===== src/rtl/fifo_sync_ctrl_if.sv =====
// ---------------------------------------------------------------------------
// fifo_sync_ctrl_if
// Groups the request/status signals of the synchronous FIFO controller.
//   master : requester side, drives W_EN / R_EN / CLR_ERR and observes status
//   slave  : controller side, consumes requests and drives pointers, flags,
//            occupancy, acknowledges and sticky error flags
// Signals:
//   W_EN, R_EN, CLR_ERR              requests / error clear
//   W_PTR, R_PTR                     pointers (MSB is the wrap bit)
//   COUNT                            occupancy 0..DEPTH
//   FULL, EMPTY                      registered occupancy flags
//   ALMOST_FULL, ALMOST_EMPTY        registered threshold flags
//   W_ACK, R_ACK                     request accepted this cycle
//   OVERFLOW, UNDERFLOW              sticky error flags
// ---------------------------------------------------------------------------
interface fifo_sync_ctrl_if #(
  parameter int PTR_WIDTH = 5
);
  logic                 W_EN;
  logic                 R_EN;
  logic                 CLR_ERR;
  logic [PTR_WIDTH-1:0] W_PTR;
  logic [PTR_WIDTH-1:0] R_PTR;
  logic [PTR_WIDTH-1:0] COUNT;
  logic                 FULL;
  logic                 EMPTY;
  logic                 ALMOST_FULL;
  logic                 ALMOST_EMPTY;
  logic                 W_ACK;
  logic                 R_ACK;
  logic                 OVERFLOW;
  logic                 UNDERFLOW;

  modport master (
    output W_EN, R_EN, CLR_ERR,
    input  W_PTR, R_PTR, COUNT, FULL, EMPTY, ALMOST_FULL, ALMOST_EMPTY,
           W_ACK, R_ACK, OVERFLOW, UNDERFLOW
  );

  modport slave (
    input  W_EN, R_EN, CLR_ERR,
    output W_PTR, R_PTR, COUNT, FULL, EMPTY, ALMOST_FULL, ALMOST_EMPTY,
           W_ACK, R_ACK, OVERFLOW, UNDERFLOW
  );
endinterface


===== src/rtl/fifo_sync_ctrl.sv =====
// ---------------------------------------------------------------------------
// fifo_sync_ctrl
// Pointer/flag controller for a first-word-fall-through synchronous FIFO.
// The storage array lives outside this block: it writes at W_PTR when
// W_EN & !FULL and reads combinationally at R_PTR.
// Ports:
//   CLK   sole clock, rising edge
//   NRST  asynchronous active-low reset
//   bus   fifo_sync_ctrl_if.slave (requests in; pointers, COUNT, flags,
//         acknowledges and sticky error flags out)
// ---------------------------------------------------------------------------
module fifo_sync_ctrl #(
  parameter int DEPTH     = 16,
  parameter int PTR_WIDTH = 5,
  parameter int AF_LEVEL  = DEPTH - 2,
  parameter int AE_LEVEL  = 2
) (
  input  logic             CLK,
  input  logic             NRST,
  fifo_sync_ctrl_if.slave  bus
);

  localparam logic [PTR_WIDTH-1:0] DEPTH_C = PTR_WIDTH'(DEPTH);
  localparam logic [PTR_WIDTH-1:0] AF_C    = PTR_WIDTH'(AF_LEVEL);
  localparam logic [PTR_WIDTH-1:0] AE_C    = PTR_WIDTH'(AE_LEVEL);
  localparam logic [PTR_WIDTH-1:0] ONE_C   = PTR_WIDTH'(1);

  logic [PTR_WIDTH-1:0] wPtr_q, wPtr_d;
  logic [PTR_WIDTH-1:0] rPtr_q, rPtr_d;
  logic [PTR_WIDTH-1:0] count_q, count_d;
  logic                 full_q, full_d;
  logic                 empty_q, empty_d;
  logic                 aFull_q, aFull_d;
  logic                 aEmpty_q, aEmpty_d;
  logic                 ovf_q, ovf_d;
  logic                 udf_q, udf_d;
  logic                 wAck;
  logic                 rAck;

  // Acknowledges depend only on the registered flags, so a read request can
  // never ripple into the write acknowledge (or vice versa).
  assign wAck = bus.W_EN & ~full_q;
  assign rAck = bus.R_EN & ~empty_q;

  // Next-state logic. Flags are derived from the next occupancy so they are
  // registered alongside COUNT and always agree with it. Because COUNT tracks
  // W_PTR - R_PTR, COUNT==DEPTH is the "MSBs differ, low bits equal" case and
  // COUNT==0 is the "pointers equal" case.
  always_comb begin
    wPtr_d  = wPtr_q;
    rPtr_d  = rPtr_q;
    count_d = count_q;
    if (wAck) begin
      wPtr_d = wPtr_q + ONE_C;
    end
    if (rAck) begin
      rPtr_d = rPtr_q + ONE_C;
    end
    case ({wAck, rAck})
      2'b10:   count_d = count_q + ONE_C;
      2'b01:   count_d = count_q - ONE_C;
      default: count_d = count_q;
    endcase
    full_d   = (count_d == DEPTH_C);
    empty_d  = (count_d == '0);
    aFull_d  = (count_d >= AF_C);
    aEmpty_d = (count_d <= AE_C);
  end

  // Sticky error flags: a clear and a fresh error in the same cycle leave the
  // flag set, so the set is applied last.
  always_comb begin
    ovf_d = ovf_q;
    udf_d = udf_q;
    if (bus.CLR_ERR) begin
      ovf_d = 1'b0;
      udf_d = 1'b0;
    end
    if (bus.W_EN & full_q) begin
      ovf_d = 1'b1;
    end
    if (bus.R_EN & empty_q) begin
      udf_d = 1'b1;
    end
  end

  // State registers; reset empties the FIFO by zeroing both pointers, which
  // makes whatever the storage array still holds unreachable.
  always_ff @(posedge CLK or negedge NRST) begin
    if (!NRST) begin
      wPtr_q   <= '0;
      rPtr_q   <= '0;
      count_q  <= '0;
      full_q   <= 1'b0;
      empty_q  <= 1'b1;
      aFull_q  <= 1'b0;
      aEmpty_q <= 1'b1;
      ovf_q    <= 1'b0;
      udf_q    <= 1'b0;
    end else begin
      wPtr_q   <= wPtr_d;
      rPtr_q   <= rPtr_d;
      count_q  <= count_d;
      full_q   <= full_d;
      empty_q  <= empty_d;
      aFull_q  <= aFull_d;
      aEmpty_q <= aEmpty_d;
      ovf_q    <= ovf_d;
      udf_q    <= udf_d;
    end
  end

  assign bus.W_PTR        = wPtr_q;
  assign bus.R_PTR        = rPtr_q;
  assign bus.COUNT        = count_q;
  assign bus.FULL         = full_q;
  assign bus.EMPTY        = empty_q;
  assign bus.ALMOST_FULL  = aFull_q;
  assign bus.ALMOST_EMPTY = aEmpty_q;
  assign bus.W_ACK        = wAck;
  assign bus.R_ACK        = rAck;
  assign bus.OVERFLOW     = ovf_q;
  assign bus.UNDERFLOW    = udf_q;

endmodule


===== src/flat_wrapper.sv =====
// flat-port wrapper written by rule: the top's interface ports become plain ports
module fifo_sync_ctrl_flat 
#(
  parameter int DEPTH     = 16,
  parameter int PTR_WIDTH = 5,
  parameter int AF_LEVEL  = DEPTH - 2,
  parameter int AE_LEVEL  = 2
)
  (CLK, NRST, bus_W_EN, bus_R_EN, bus_CLR_ERR, bus_W_PTR, bus_R_PTR, bus_COUNT, bus_FULL, bus_EMPTY, bus_ALMOST_FULL, bus_ALMOST_EMPTY, bus_W_ACK, bus_R_ACK, bus_OVERFLOW, bus_UNDERFLOW);
  fifo_sync_ctrl_if #(.PTR_WIDTH(PTR_WIDTH)) bus_i ();
  input  logic CLK;
  input  logic NRST;
  input wire logic [$bits(bus_i.W_EN)-1:0] bus_W_EN;
  input wire logic [$bits(bus_i.R_EN)-1:0] bus_R_EN;
  input wire logic [$bits(bus_i.CLR_ERR)-1:0] bus_CLR_ERR;
  output wire logic [$bits(bus_i.W_PTR)-1:0] bus_W_PTR;
  output wire logic [$bits(bus_i.R_PTR)-1:0] bus_R_PTR;
  output wire logic [$bits(bus_i.COUNT)-1:0] bus_COUNT;
  output wire logic [$bits(bus_i.FULL)-1:0] bus_FULL;
  output wire logic [$bits(bus_i.EMPTY)-1:0] bus_EMPTY;
  output wire logic [$bits(bus_i.ALMOST_FULL)-1:0] bus_ALMOST_FULL;
  output wire logic [$bits(bus_i.ALMOST_EMPTY)-1:0] bus_ALMOST_EMPTY;
  output wire logic [$bits(bus_i.W_ACK)-1:0] bus_W_ACK;
  output wire logic [$bits(bus_i.R_ACK)-1:0] bus_R_ACK;
  output wire logic [$bits(bus_i.OVERFLOW)-1:0] bus_OVERFLOW;
  output wire logic [$bits(bus_i.UNDERFLOW)-1:0] bus_UNDERFLOW;
  assign bus_i.W_EN = bus_W_EN;
  assign bus_i.R_EN = bus_R_EN;
  assign bus_i.CLR_ERR = bus_CLR_ERR;
  assign bus_W_PTR = bus_i.W_PTR;
  assign bus_R_PTR = bus_i.R_PTR;
  assign bus_COUNT = bus_i.COUNT;
  assign bus_FULL = bus_i.FULL;
  assign bus_EMPTY = bus_i.EMPTY;
  assign bus_ALMOST_FULL = bus_i.ALMOST_FULL;
  assign bus_ALMOST_EMPTY = bus_i.ALMOST_EMPTY;
  assign bus_W_ACK = bus_i.W_ACK;
  assign bus_R_ACK = bus_i.R_ACK;
  assign bus_OVERFLOW = bus_i.OVERFLOW;
  assign bus_UNDERFLOW = bus_i.UNDERFLOW;
  fifo_sync_ctrl #(.DEPTH(DEPTH), .PTR_WIDTH(PTR_WIDTH), .AF_LEVEL(AF_LEVEL), .AE_LEVEL(AE_LEVEL)) u_core (.CLK(CLK), .NRST(NRST), .bus(bus_i));
endmodule

===== config.mk =====
export PLATFORM = sky130hd
export DESIGN_NAME = fifo_sync_ctrl_flat
export DESIGN_NICKNAME = d
export VERILOG_FILES = /design/src/rtl/fifo_sync_ctrl_if.sv /design/src/rtl/fifo_sync_ctrl.sv /design/src/flat_wrapper.sv
export SDC_FILE = /design/constraint.sdc
export NUM_CORES = 1
export LEC_CHECK = 0
export CORE_UTILIZATION = 50
export CTS_CLUSTER_DIAMETER = 50
export DETAILED_ROUTE_END_ITERATION = 12
export DONT_BUFFER_PORTS = 1
export HOLD_SLACK_MARGIN = 0.1
export PLACE_DENSITY = 0.68
export SLEW_MARGIN = 25
export SYNTH_ARGS = -nofsm -noshare
export SYNTH_HDL_FRONTEND = slang
export SYNTH_SLANG_ARGS = --single-unit

===== constraint.sdc =====
create_clock -name CLK -period 2.4 [get_ports CLK]
set_clock_uncertainty 0.15 [all_clocks]
set_input_delay 0.48 -clock CLK [delete_from_list [all_inputs] [get_ports CLK]]
set_output_delay 0.48 -clock CLK [all_outputs]
set_load 0.005 [all_outputs]

After elaboration in Yosys (flattened, before gate mapping) --
Index checks and enable logic that the tools add are counted.
Storage, ports and cells: logic and storage cells 31, bits in registers 21
Cells by class: eq/ne operators 3, reductions and logical operators 3, bitwise logic cells 6, muxes and demuxes 4, $add $sub $neg 4, magnitude comparators 2
Operators by type and width (number):
- adder 5 x 1 -> 5 bit, second input constant | 3
- one-hot mux 5 bit (2 select lines) | 1
- equality test 5 bit, second input constant | 1
- greater-or-equal comparator 5 x 4 -> 1 bit, second input constant | 1
- less-or-equal comparator 5 x 2 -> 1 bit, second input constant | 1
- logical NOT 5 bit | 1
- subtractor 5 x 1 -> 5 bit, second input constant | 1
- AND 1 bit | 4
- nonzero test 2 bit | 2
- 2-to-1 mux 1 bit | 3
- equality test 2 x 1 -> 1 bit, second input constant | 1
- equality test 2 bit, second input constant | 1
- NOT 1 bit | 2

Logic depth before layout (Yosys ltp) --
depth in word-level cells 5, mapped depth 10, mapped depth without buffers 10

Worst setup path before layout --
No wires, ideal clock.
path type register -> register, from register u_core.empty_q (netlist: u_core.bus.EMPTY), to register u_core.full_q (netlist: u_core.bus.FULL), path slack -61 ps, setup time 88 ps, required time 2162 ps, data arrival time 2223 ps, cell stages (with the launch flop) 11, clock period less this slack 2461 ps, cell sequence dfstp_2 nand2b_4 clkinv_4 nand2_4 xnor2_1 ha_1 nor3b_1 a31oi_1 a221oi_2 xor2_1 nor3b_1
On the way: word-level cells in the longest chain between the ends 5, elaborated cells between the ends (all ways) 6, those cells by class eq/ne (3); mux (1); bitwise (2)
Ends and longest elaborated chain:
- start: declaration | RTL line fifo_sync_ctrl.sv:32 | logic empty_q, empty_d;
- start signal: assignment | RTL line fifo_sync_ctrl.sv:105 | empty_q <= empty_d;
- NOT 1 bit (*) | RTL line fifo_sync_ctrl.sv:43 | assign rAck = bus.R_EN & ~empty_q;
- AND 1 bit (*) | RTL line fifo_sync_ctrl.sv:43
- via bus_R_ACK | RTL line flat_wrapper.sv:24 | output wire logic [$bits(bus_i.R_ACK)-1:0] bus_R_ACK;
- equality test 2 x 1 -> 1 bit / equality test 2 bit (equally long branches) | RTL line fifo_sync_ctrl.sv:59 | case ({wAck, rAck})
- one-hot mux 5 bit (2 select lines) (*) | RTL line fifo_sync_ctrl.sv:59
- via u_core.count_d[4] | RTL line fifo_sync_ctrl.sv:30 | logic [PTR_WIDTH-1:0] count_q, count_d;
- equality test 5 bit (*) | RTL line fifo_sync_ctrl.sv:64 | full_d = (count_d == DEPTH_C);
- via u_core.full_d | RTL line fifo_sync_ctrl.sv:31 | logic full_q, full_d;
- end signal: assignment | RTL line fifo_sync_ctrl.sv:104 | full_q <= full_d;
- end: declaration | RTL line fifo_sync_ctrl.sv:31
The timed path passes the listed nets; every way through them passes the cells marked *. A chain may end at the register's enable or synchronous reset.

Worst setup path in the final report --
from register u_core.empty_q (netlist: u_core.bus.EMPTY), to register u_core.full_q (netlist: u_core.bus.FULL)
On the way: word-level cells in the longest chain between the ends 5, elaborated cells between the ends (all ways) 6, those cells by class eq/ne (3); mux (1); bitwise (2)
Ends and longest elaborated chain (RTL line):
- NOT 1 bit (*) | fifo_sync_ctrl.sv:43
- AND 1 bit (*) | fifo_sync_ctrl.sv:43
- equality test 2 x 1 -> 1 bit / equality test 2 bit (equally long branches) | fifo_sync_ctrl.sv:59
- one-hot mux 5 bit (2 select lines) (*) | fifo_sync_ctrl.sv:59
- via u_core.count_d[4] | fifo_sync_ctrl.sv:30
- equality test 5 bit (*) | fifo_sync_ctrl.sv:64
- via u_core.full_d | fifo_sync_ctrl.sv:31
Marked as above.

==> results.py <==
metrics = {
    "global_route": {
        "grt_max_degree": 22,
        "grt_usage": 0.1897,
        "grt_pass1_wl_mm": 3.387,
        "first_global_vias": 759,
        "grt_overflow_total": 0,
        "antenna_found_initial": 0,
    },
    "synthesis": {
        "synth_nets": 106,
        "ys_seq_area_frac": 0.4918,
        "synth_warnings": 0,
        "synth.most_common_cell": "dfrtp_1",
        "syn_avg_cell_area_sq_um": 11.07,
        "synth_cells": 97,
        "synth_top_flop_cell": "dfrtp_1",
        "async_flop_share": 1.000,
        "synth_cell_type_count": 37,
        "synth-seq-cells": 21,
        "synthTopCellsByCount": "19 x dfrtp_1, 11 x nand2_1, 11 x xnor2_1",
        "yosysTopAreaCellShare": 0.4429,
        "synth-edff-count": 0,
        "synth_top_area_cell": "dfrtp_1",
        "syn-cell-area_sq_um": 1074,
        "synth.area.top_cells": "dfrtp_1 44%, xnor2_1 9.0%, dfstp_2 4.9%",
    },
    "route": {
        "drt-vias-per-instance": 5.469,
        "wl_mm": 2.085,
        "drcViolationCount": 0,
        "first_pass_iters": 4,
        "vias": 782,
        "drt_iter0_drc": 26,
        "ant_nets": 0,
        "routedWlPerCell_microns": 14.58,
    },
    "sta": {
        "max_slew.worst_pin.slew_ps": 460.1,
        "period_share": 1.009,
        "min_period_ps": 2421,
        "slew_viol_final": 0,
        "fmax_ghz": 0.4131,
        "max_slew_margin": 0.6933,
        "finalSetupViolCount": 2,
        "finalHoldViolCount": 0,
        "fin_ws_ps": -20.80,
        "rsz0062_at_grt": "yes",
        "hold_slack_ps": 106.0,
    },
    "place": {
        "dpl_cell_area_sq_um": 1167,
        "gp_congestion": 0.7904,
        "dpl_worst_slack_ps": -110.2,
        "port_buffers": 0,
        "dp.cells": 130,
        "hpwlAfterDp_mm": 1.446,
    },
    "critical_path": {
        "crit_start": "u_core.bus.EMPTY",
        "reg2regPathDepth": 10,
        "worstPathArrival_ps": 2510,
        "r2r_end": "u_core.bus.FULL",
        "crit-reg2reg-launch": "u_core.bus.EMPTY",
        "r2r_setup_slack_ps": -20,
        "path_class": "reg2reg",
        "cp_data_required_time_ps": 2490,
        "start_kind": "flop",
        "crit_path_max_fanout": 5,
        "crit_path_end_kind": "flop",
    },
    "worst_hold_path": {
        "min-delay-start": "bus_CLR_ERR",
        "hold-path-endpoint": "u_core.bus.UNDERFLOW",
        "holdPathStages": 1,
        "hold_path_class": "in2reg",
    },
    "floorplan": {
        "pin_count": 28,
        "coreArea_sq_um": 1982,
        "die_h_microns": 48.34,
        "start_util": 0.5417,
        "die_width_microns": 48.34,
        "dieArea_sq_um": 2336,
        "row_count": 16,
    },
    "clock_tree": {
        "clk_pin_slew_worst_paths_ps": 120,
        "htreeDepth": 1,
        "cts_buffer_depth": 2,
        "cts_made_buffers": 3,
        "cts_tree": "built",
        "cts_sinks": 21,
        "ctsRootBufferMaster": "clkbuf_4",
        "clk_latency_ps": 310,
    },
    "status": {
        "violations": "setup timing",
        "status": "finished with violations",
    },
    "pwr": {
        "ir_drop_v": 0.0009397,
        "p_per_area_nw_per_um2": 1387,
        "power_leakage_nw": 0.5627,
    },
    "finish": {
        "area_growth_pct": 24.01,
        "diodes": 0,
        "fillers": 146,
        "drive_above_1_share": 0.3879,
        "regArea_sq_um": 528.0,
        "final_area_sq_um": 1331,
        "finalNonFillerCells": 143,
        "nets": 126,
        "multi_input_comb_area_sq_um": 579.3,
    },
    "run": {
        "cap_violations": 0,
    },
}
## state kept, by name (all words and copies together) (netlist names)
signal and cells:
u_core.bus.OVERFLOW 1, u_core.bus.W_PTR 5, u_core.bus.ALMOST_FULL 1, u_core.bus.FULL 1
u_core.bus.COUNT 5, u_core.bus.R_PTR 5, u_core.bus.EMPTY 1, u_core.bus.UNDERFLOW 1
u_core.bus.ALMOST_EMPTY 1
## timing repair
item / in CTS / in global routing
setup buffers: 4 / 3
endpoints found under the hold margin: 21 / 19
pin swaps: 3 / 7
endpoints found under the setup margin: 4 / 6
hold buffers: 1 / 1
resized for setup: 2 / 10
## stage by stage
stage | total power [mW] | utilization | setup TNS, ps
global placement | 1.465 | 0.5890 | 0
global route | 1.990 | 0.6717 | -392.6
CTS | 1.734 | 0.6307 | -105.4
finish | 1.846 | 0.6717 | -21.60
detailed placement | 1.495 | 0.5890 | -118.1
floorplan | 1.265 | - | 0
## power breakdown
part	switching [mW]	leakage (nW)	internal [mW]	total [mW]
Sequential	0.209	0.252	0.527	0.736
Clock	0.110	0.0177	0.0623	0.173
Combinational	0.450	0.293	0.487	0.937
Total	0.770	0.563	1.08	1.85
## worst max path at each step
stage | to | slack, ps
floorplan | u_core.bus.FULL | 10
global placement | u_core.bus.FULL | 10
detailed placement | u_core.bus.FULL | -110
CTS | u_core.bus.FULL | -70
global route | u_core.bus.FULL | -170
finish | u_core.bus.FULL | -20
## area by class of cell
cell class	instances	share of cell area
Inverter	6	0.02068
Clock inverter	1	0.003759
Clock buffer	3	0.01692
Sequential cell	21	0.3966
Multi-Input combinational cell	67	0.4351
Tap cell	27	0.02538
Timing Repair Buffer	18	0.1015
## worst max-delay path, stage by stage (launching register included)
cell      delay (ps)
dfstp_2          550
nand2b_4         140
clkinv_4          50
nand2_4           60
xnor2_2          120
ha_4             180
nor3b_2          170
a31oi_1          110
a221oi_2         340
xor2_2           270
nor3b_2          210
## placed cells by master (no fill, tap or decap), types with 2 or more instances in the layout
cell type	n
dfrtp_1	19
buf_4	16
nand2_1	11
xnor2_1	9
o21ai_0	6
inv_1	4
nand4_1	4
nor3_2	3
clkbuf_4	3
xnor2_2	2
xor2_2	2
nor3b_2	2
ha_1	2
dfstp_2	2
## logic make-up after synthesis
kind of cell             share of synthesized area
AO/OA/AOI/OAI                               0.1061
XOR/XNOR                                    0.1212
adder cells (fa/ha/maj)                    0.04662
buffers and inverters                      0.04427
flip-flops                                  0.4918
multiplexers                              0.009324
AND/OR/NAND/NOR                             0.1806
## routing by layer
metal | GRT usage | share of wire | vias to the layer above
met1 | 0.2078 | 0.44 | 387
met2 | 0.3427 | 0.52 | 18
met4 | 0.08824 | 0.0096 | 0
met5 | 0 | 0 | -
li1 | - | - | 375
met3 | 0.04717 | 0.038 | 2
Power figures use the tool's default switching activity.
